`config.mk`:
```
export PLATFORM = sky130hd
export DESIGN_NAME = armleocpu_fetch
export DESIGN_NICKNAME = d
export VERILOG_FILES = /design/src/rtl/armleocpu_fetch.sv
export SDC_FILE = /design/constraint.sdc
export NUM_CORES = 1
export LEC_CHECK = 0
export BUFFER_PORTS_ARGS = -buffer_cell sky130_fd_sc_hd__buf_2
export CAP_MARGIN = 20
export CORE_UTILIZATION = 40
export CTS_CLUSTER_SIZE = 20
export DETAILED_ROUTE_END_ITERATION = 8
export PLACE_DENSITY = 0.66
export SYNTH_ARGS = -nofsm -noshare
export SYNTH_HDL_FRONTEND = slang
export SYNTH_SLANG_ARGS = --single-unit
```
`constraint.sdc`:
```
create_clock -name clk -period 2.3 [get_ports clk]
set_clock_uncertainty 0.15 [all_clocks]
set_input_delay 0.46 -clock clk [delete_from_list [all_inputs] [get_ports clk]]
set_output_delay 0.46 -clock clk [all_outputs]
set_load 0.1 [all_outputs]
```
`src/rtl/armleocpu_fetch.sv`:
```
// armleocpu_fetch: instruction fetch stage that owns the PC, issues one cache request at a time and hands packets to decode
module armleocpu_fetch #(
  parameter logic [31:0] RESET_VECTOR   = 32'h0000_2000,
  parameter int          F2E_TYPE_WIDTH = 1,
  parameter int          D2F_CMD_WIDTH  = 2,
  parameter logic [31:0] NOP_INSTR      = 32'h0000_0013
) (
  input  logic                      clk,
  input  logic                      rst_n,
  output logic [1:0]                c_cmd,
  output logic [31:0]               c_address,
  input  logic                      c_done,
  input  logic [3:0]                c_response,
  input  logic [31:0]               c_load_data,
  input  logic                      interrupt_pending,
  output logic                      f2d_valid,
  output logic [F2E_TYPE_WIDTH-1:0] f2d_type,
  output logic [31:0]               f2d_instr,
  output logic [31:0]               f2d_pc,
  output logic [3:0]                f2d_resp,
  input  logic                      d2f_ready,
  input  logic [D2F_CMD_WIDTH-1:0]  d2f_cmd,
  input  logic [31:0]               d2f_branchtarget
);
  localparam logic [D2F_CMD_WIDTH-1:0]  CMD_NONE   = D2F_CMD_WIDTH'(0);
  localparam logic [D2F_CMD_WIDTH-1:0]  CMD_FLUSH  = D2F_CMD_WIDTH'(2);
  localparam logic [F2E_TYPE_WIDTH-1:0] TYPE_INSTR = F2E_TYPE_WIDTH'(0);
  localparam logic [F2E_TYPE_WIDTH-1:0] TYPE_IRQ   = F2E_TYPE_WIDTH'(1);
  typedef enum logic [1:0] {S_FETCH, S_HOLD, S_FLUSH} state_t;
  state_t      r_state;
  logic [31:0] r_pc;
  logic        r_rp;
  logic        r_rp_flush;
  logic [31:0] r_rp_target;
  logic        w_redirect;
  logic        w_is_flush;
  logic [31:0] w_pc_next;
  assign w_redirect = d2f_ready && (d2f_cmd != CMD_NONE);
  assign w_is_flush = d2f_cmd == CMD_FLUSH;
  assign w_pc_next  = r_pc + 32'd4;
  assign c_address  = r_pc;
  // Cache command follows state; held at NONE while reset is asserted
  always_comb c_cmd = !rst_n ? 2'd0 : (r_state == S_FETCH) ? 2'd1 : (r_state == S_FLUSH) ? 2'd2 : 2'd0;
  // PC, packet register and pending-redirect bookkeeping
  always_ff @(posedge clk or negedge rst_n) begin
    if (!rst_n) begin
      r_state     <= S_FETCH;
      r_pc        <= RESET_VECTOR;
      r_rp        <= 1'b0;
      r_rp_flush  <= 1'b0;
      r_rp_target <= 32'd0;
      f2d_valid   <= 1'b0;
      f2d_type    <= TYPE_INSTR;
      f2d_instr   <= 32'd0;
      f2d_pc      <= 32'd0;
      f2d_resp    <= 4'd0;
    end else begin
      case (r_state)
        S_FETCH: begin
          if (c_done) begin
            if (w_redirect) begin
              r_pc    <= d2f_branchtarget;
              r_state <= w_is_flush ? S_FLUSH : S_FETCH;
              r_rp    <= 1'b0;
            end else if (r_rp) begin
              r_pc    <= r_rp_target;
              r_state <= r_rp_flush ? S_FLUSH : S_FETCH;
              r_rp    <= 1'b0;
            end else begin
              f2d_valid <= 1'b1;
              f2d_type  <= TYPE_INSTR;
              f2d_instr <= c_load_data;
              f2d_pc    <= r_pc;
              f2d_resp  <= c_response;
              r_state   <= S_HOLD;
            end
          end else if (w_redirect) begin
            r_rp        <= 1'b1;
            r_rp_flush  <= w_is_flush;
            r_rp_target <= d2f_branchtarget;
          end
        end
        S_HOLD: begin
          if (d2f_ready) begin
            f2d_valid <= 1'b0;
            if (d2f_cmd == CMD_NONE) begin
              r_pc <= w_pc_next;
              if (interrupt_pending) begin
                f2d_valid <= 1'b1;
                f2d_type  <= TYPE_IRQ;
                f2d_instr <= NOP_INSTR;
                f2d_pc    <= w_pc_next;
                f2d_resp  <= 4'd0;
              end else begin
                r_state <= S_FETCH;
              end
            end else begin
              r_pc    <= d2f_branchtarget;
              r_state <= w_is_flush ? S_FLUSH : S_FETCH;
            end
          end
        end
        S_FLUSH: if (c_done) r_state <= S_FETCH;
        default: r_state <= S_FETCH;
      endcase
    end
  end
endmodule

```
Word level (Yosys, flattened, before mapping)
Cells that the tools add are included.
Word-level totals
  flip-flop bits (word level): 138
  input port bits: 75
  word-level logic and storage cells: 92
  output and inout port bits: 104
Operators by class
  add/subtract/negate cells: 1
  bitwise operators: 1
  reduce and logical (&&, ||, !) cells: 12
  equality and inequality tests: 12
  mux-type cells: 56
Operator list (number)
  $mux 32: 17
  $pmux 32 s2: 3
  $add 32x3->32 const B: 1
  $mux 2: 12
  $mux 4: 6
  $mux 1: 14
  $ne 2x2->1 const B: 7
  $pmux 4 s2: 1
  $reduce_and 4->1: 2
  $reduce_and 7->1: 1
  $ne 3x3->1 const B: 2
  $pmux 2 s3: 1
  $reduce_bool 2->1: 3
  $reduce_and 5->1: 1
  $eq 2x2->1 const B: 2
  $logic_not 2->1: 2
  $pmux 1 s2: 2
  $reduce_and 3->1: 1
  $eq 2x1->1 const B: 1
  $reduce_and 2->1: 1
  $logic_and 1x1->1: 1
  $not 1->1: 1

Logic depth before layout (Yosys ltp)
  depth in word-level cells: 5
  depth in mapped cells: 8
  depth with buffers taken out: 6

Worst setup path after synthesis
Ideal clock, no wire load.
  path type: reg2reg
  from: reg r_pc[5], in the netlist c_address[5]
  to: reg r_pc[20], in the netlist c_address[20]
  required time: 2020 ps
  arrival: 2592 ps
  stages on the path, launching flop included: 9
  period minus slack after synthesis: 2872 ps
  slack: -572 ps
  setup time: 130 ps
  buffers on the path: 3
  path through: dfrtp_1 -> buf_4 -> nand4_2 -> or4_1 -> buf_2 -> buf_6 -> o31a_2 -> o21ai_0 -> o21ai_1
On the way
  word-level cells in the longest chain between the ends: 4
RTL lines
  start: declaration: line 31  | logic [31:0] r_pc;
  start signal: assignment: line 62  | r_pc <= d2f_branchtarget;
  start signal: assignment: line 66  | r_pc <= r_rp_target;
  start signal: assignment: line 87  | r_pc <= w_pc_next;
  $add 32x3->32: line 40  | assign w_pc_next = r_pc + 32'd4;
  $mux 32: line 86  | if (d2f_cmd == CMD_NONE) begin
  $mux 32: line 84  | if (d2f_ready) begin
  $pmux 32 s2: line 58  | case (r_state)
Every way passes these cells. The select of a mux whose other input is x is not followed.
A chain may end at the register's enable or synchronous reset.

Worst setup path in the final report
  from: reg r_pc[13], in the netlist c_address[13]
  to: reg r_pc[27], in the netlist c_address[27]
Same word-level chain as after synthesis.

==> flow_metrics.py <==
metrics = {
    "status": {
        "status": "completed",
    },
    "grt": {
        "overflow": 0,
        "antenna_found_initial": 0,
        "grt_max_degree": 134,
        "grt_pass1_wl_um": 31000,
        "grt_use_total_pct": 22.6,
        "grt_pass1_vias": 5823,
    },
    "floorplanning": {
        "pin_count": 179,
        "die_w_um": 132,
        "die_area_um2": 17500,
        "die-height_um": 132,
        "start_util_pct": 41.0,
        "core_area_um2": 16600,
        "rows": 47,
    },
    "critical_path": {
        "cp.required_ns": 2.44,
        "worst-path-max-fanout": 14,
        "crit_slowest_cell": "dfstp_4",
        "reg2reg_to": "c_address[27]",
        "cp.arrival_ns": 2.41,
        "r2r-start": "c_address[13]",
        "cp_cell_sequence": "nand2_2 -> or4_1 -> buf_6 -> o41ai_4 -> a21boi_1 -> o21bai_1",
        "max_stage_delay_ns": 0.65,
        "start_kind": "flip-flop",
        "crit_type": "flip-flop to flip-flop",
        "r2r_slack_ns": 0.04,
        "crit_path_end_kind": "flip-flop",
        "reg2reg_depth": 6,
    },
    "finish": {
        "final_layout_size_suffix_gt1_share_pct": 38.3,
        "area_growth_pct": 31.4,
        "nets": 916,
        "diodes": 0,
        "num-fill-cells": 1517,
    },
    "detailed_routing": {
        "wl_per_cell_um": 18.1,
        "num_vias": 5935,
        "first_iter_violations": 425,
        "first_pass_iters": 5,
        "drc": 0,
        "ant_nets": 0,
        "finalWirelength_um": 19400,
        "routed_via_density": 5.53,
    },
    "clock_tree": {
        "postCtsSetupBuffers": 0,
        "cts_buffers": 17,
        "clk_latency_ns": 0.42,
        "cts_buffer_depth": 2,
        "cts_root_buf": "clkbuf_16",
        "cts-htree-levels": 4,
        "cts_tree": "yes",
        "clock_sinks": 138,
        "clk_pin_slew_ns": 0.06,
    },
    "place": {
        "dpl_worst_slack_ns": 0.00847,
        "hpwl_um": 13300,
        "place.gp.congestion": 0.830,
        "port_buffers": 178,
    },
    "sta": {
        "hold_violations": 0,
        "slew_headroom_pct": 47.4,
        "max_freq_mhz": 442,
        "hold_slack_ns": 0.117,
        "setup_viol": 0,
        "tightest_slew_ns": 0.789,
        "maxSlewViolCount": 0,
        "rsz0062_at_grt": "true",
        "fin_crit_ns": 2.26,
        "fin_ws_ns": 0.0368,
        "finalCritPeriodShare_pct": 98.4,
    },
    "logic_synthesis": {
        "synth_area_per_cell_um2": 10.2,
        "synth-edff-count": 0,
        "yosysTopAreaCellShare_pct": 50.4,
        "yosysMostFrequentCell": "dfrtp_1",
        "synth_top_area_cell": "dfrtp_1",
        "synthTopCellsByArea": "dfrtp_1, mux2_2, a22o_1",
        "ys_seq_elements": 138,
        "synthArstFlopShare_pct": 100,
        "synth_seq_area_share_pct": 50.8,
        "yosysUniqueCellTypes": 65,
        "syn_area_um2": 6800,
        "dominantRegCellSynth": "dfrtp_1",
        "syn_nets": 740,
        "synth_common_cells": "dfrtp_1, nand2_1, o21ai_0",
        "ys_warn_count": 0,
        "syn_inst": 664,
    },
    "worst_hold_path": {
        "hold_start": "c_load_data[14]",
        "hold_path_class": "primary input to flip-flop",
        "min_path_cells": 2,
        "whs_endpoint": "f2d_instr[14]",
    },
    "job": {
        "drv_cap": 0,
    },
}
cell usage in the layout, fill, tap and decap left out, types with 5 or more instances in the layout:
master,netlist,final
o22ai_1,6,6
nand4_1,14,14
a222oi_1,6,6
inv_1,9,9
mux2_2,34,34
a22oi_1,11,11
nor4_1,12,7
o21ai_0,62,59
o21ai_1,9,11
nand2b_1,5,5
dfrtp_2,0,11
clkbuf_16,0,17
buf_4,1,21
nor3_1,13,13
nand3_1,14,14
o2bb2ai_1,5,5
xnor2_1,21,21
a22o_1,38,38
nand2_1,67,66
a21oi_1,22,21
xor2_1,8,8
buf_12,0,12
buf_2,5,175
dfrtp_1,137,113
nor2_1,34,33
dfrtp_4,0,13
a221oi_1,7,7
and3_1,10,10
a31oi_1,6,6
worst max path at each step:
stage                             start            end  slack [ns]  depth (start not counted)
after floorplan           c_address[13]  c_address[20]       -0.09                          7
after global placement    c_address[13]  c_address[27]        0.05                          6
after detailed placement  c_address[13]  c_address[25]       0.008                          6
after CTS                    r_state[1]       c_cmd[0]       0.005                          4
after global routing      c_address[13]  c_address[25]       -0.05                          6
final                     c_address[13]  c_address[27]        0.04                          6
cells by family (layout without fill, tap and decap cells):
| logic type | count (synthesis) | in the layout | synth area share, % |
|---|---|---|---|
| buf+inv | 63 | 252 | 4.23 |
| simple gates | 191 | 191 | 14.3 |
| compound gates | 207 | 207 | 21.0 |
| mux | 35 | 35 | 5.78 |
| flops | 138 | 138 | 50.8 |
| xor+xnor | 29 | 29 | 3.73 |
| fa+ha+maj | 1 | 1 | 0.184 |
registers in the layout, summed over array words and instances (netlist names):
name / count
c_address: 32
f2d_instr: 32
f2d_pc: 32
f2d_resp: 4
f2d_type: 1
f2d_valid: 1
r_rp: 1
r_rp_flush: 1
r_rp_target: 32
r_state: 2
metrics by stage:
step	std cells	cell area [um2]	util, %	TNS [ns]
3_3_place_gp	1040	8250	49.7	0
2_1_floorplan	664	6910	-	-0.262
6_report	1073	8930	53.9	0
3_5_place_dp	1040	8250	49.7	0
5_1_grt	1073	8930	53.9	-0.0922
4_1_cts	1073	8890	53.6	0
repair_timing:
item / in CTS / in global routing
setup endpoints to repair: 3 / 6
endpoints found under the hold margin: 5 / 0
hold buffers: 1 / 0
resized for setup: 3 / 9
per-layer routing:
| layer | vias to the layer above | GRT usage, % | routed length, um |
|---|---|---|---|
| met2 | 249 | 36.1 | 9060 |
| met1 | 2835 | 31.0 | 8760 |
| met4 | 0 | 7.34 | 282 |
| met3 | 25 | 4.46 | 1330 |
| met5 | - | 0 | 0 |
| li1 | 2826 | - | - |
layout make-up:
cell class                      instances  area (um2)  area share, %
Clock buffer                           19         453           5.07
Clock inverter                         13         165           1.85
Tap cell                              220         275           3.08
Sequential cell                       138        3520           39.4
Inverter                                9        33.8          0.378
Timing Repair Buffer                  211        1310           14.6
Multi-Input combinational cell        463        3180           35.6
critical path: cells and delay by family (launching register included):
family	cells	cell delay [ns]
AND/OR/NAND/NOR	2	0.55
flip-flops	1	0.65
AO/OA/AOI/OAI	3	0.59
buffers and inverters	1	0.19
Power is not shown: default switching activity piles up to over one toggle a cycle in this logic, so the estimate is an artifact.
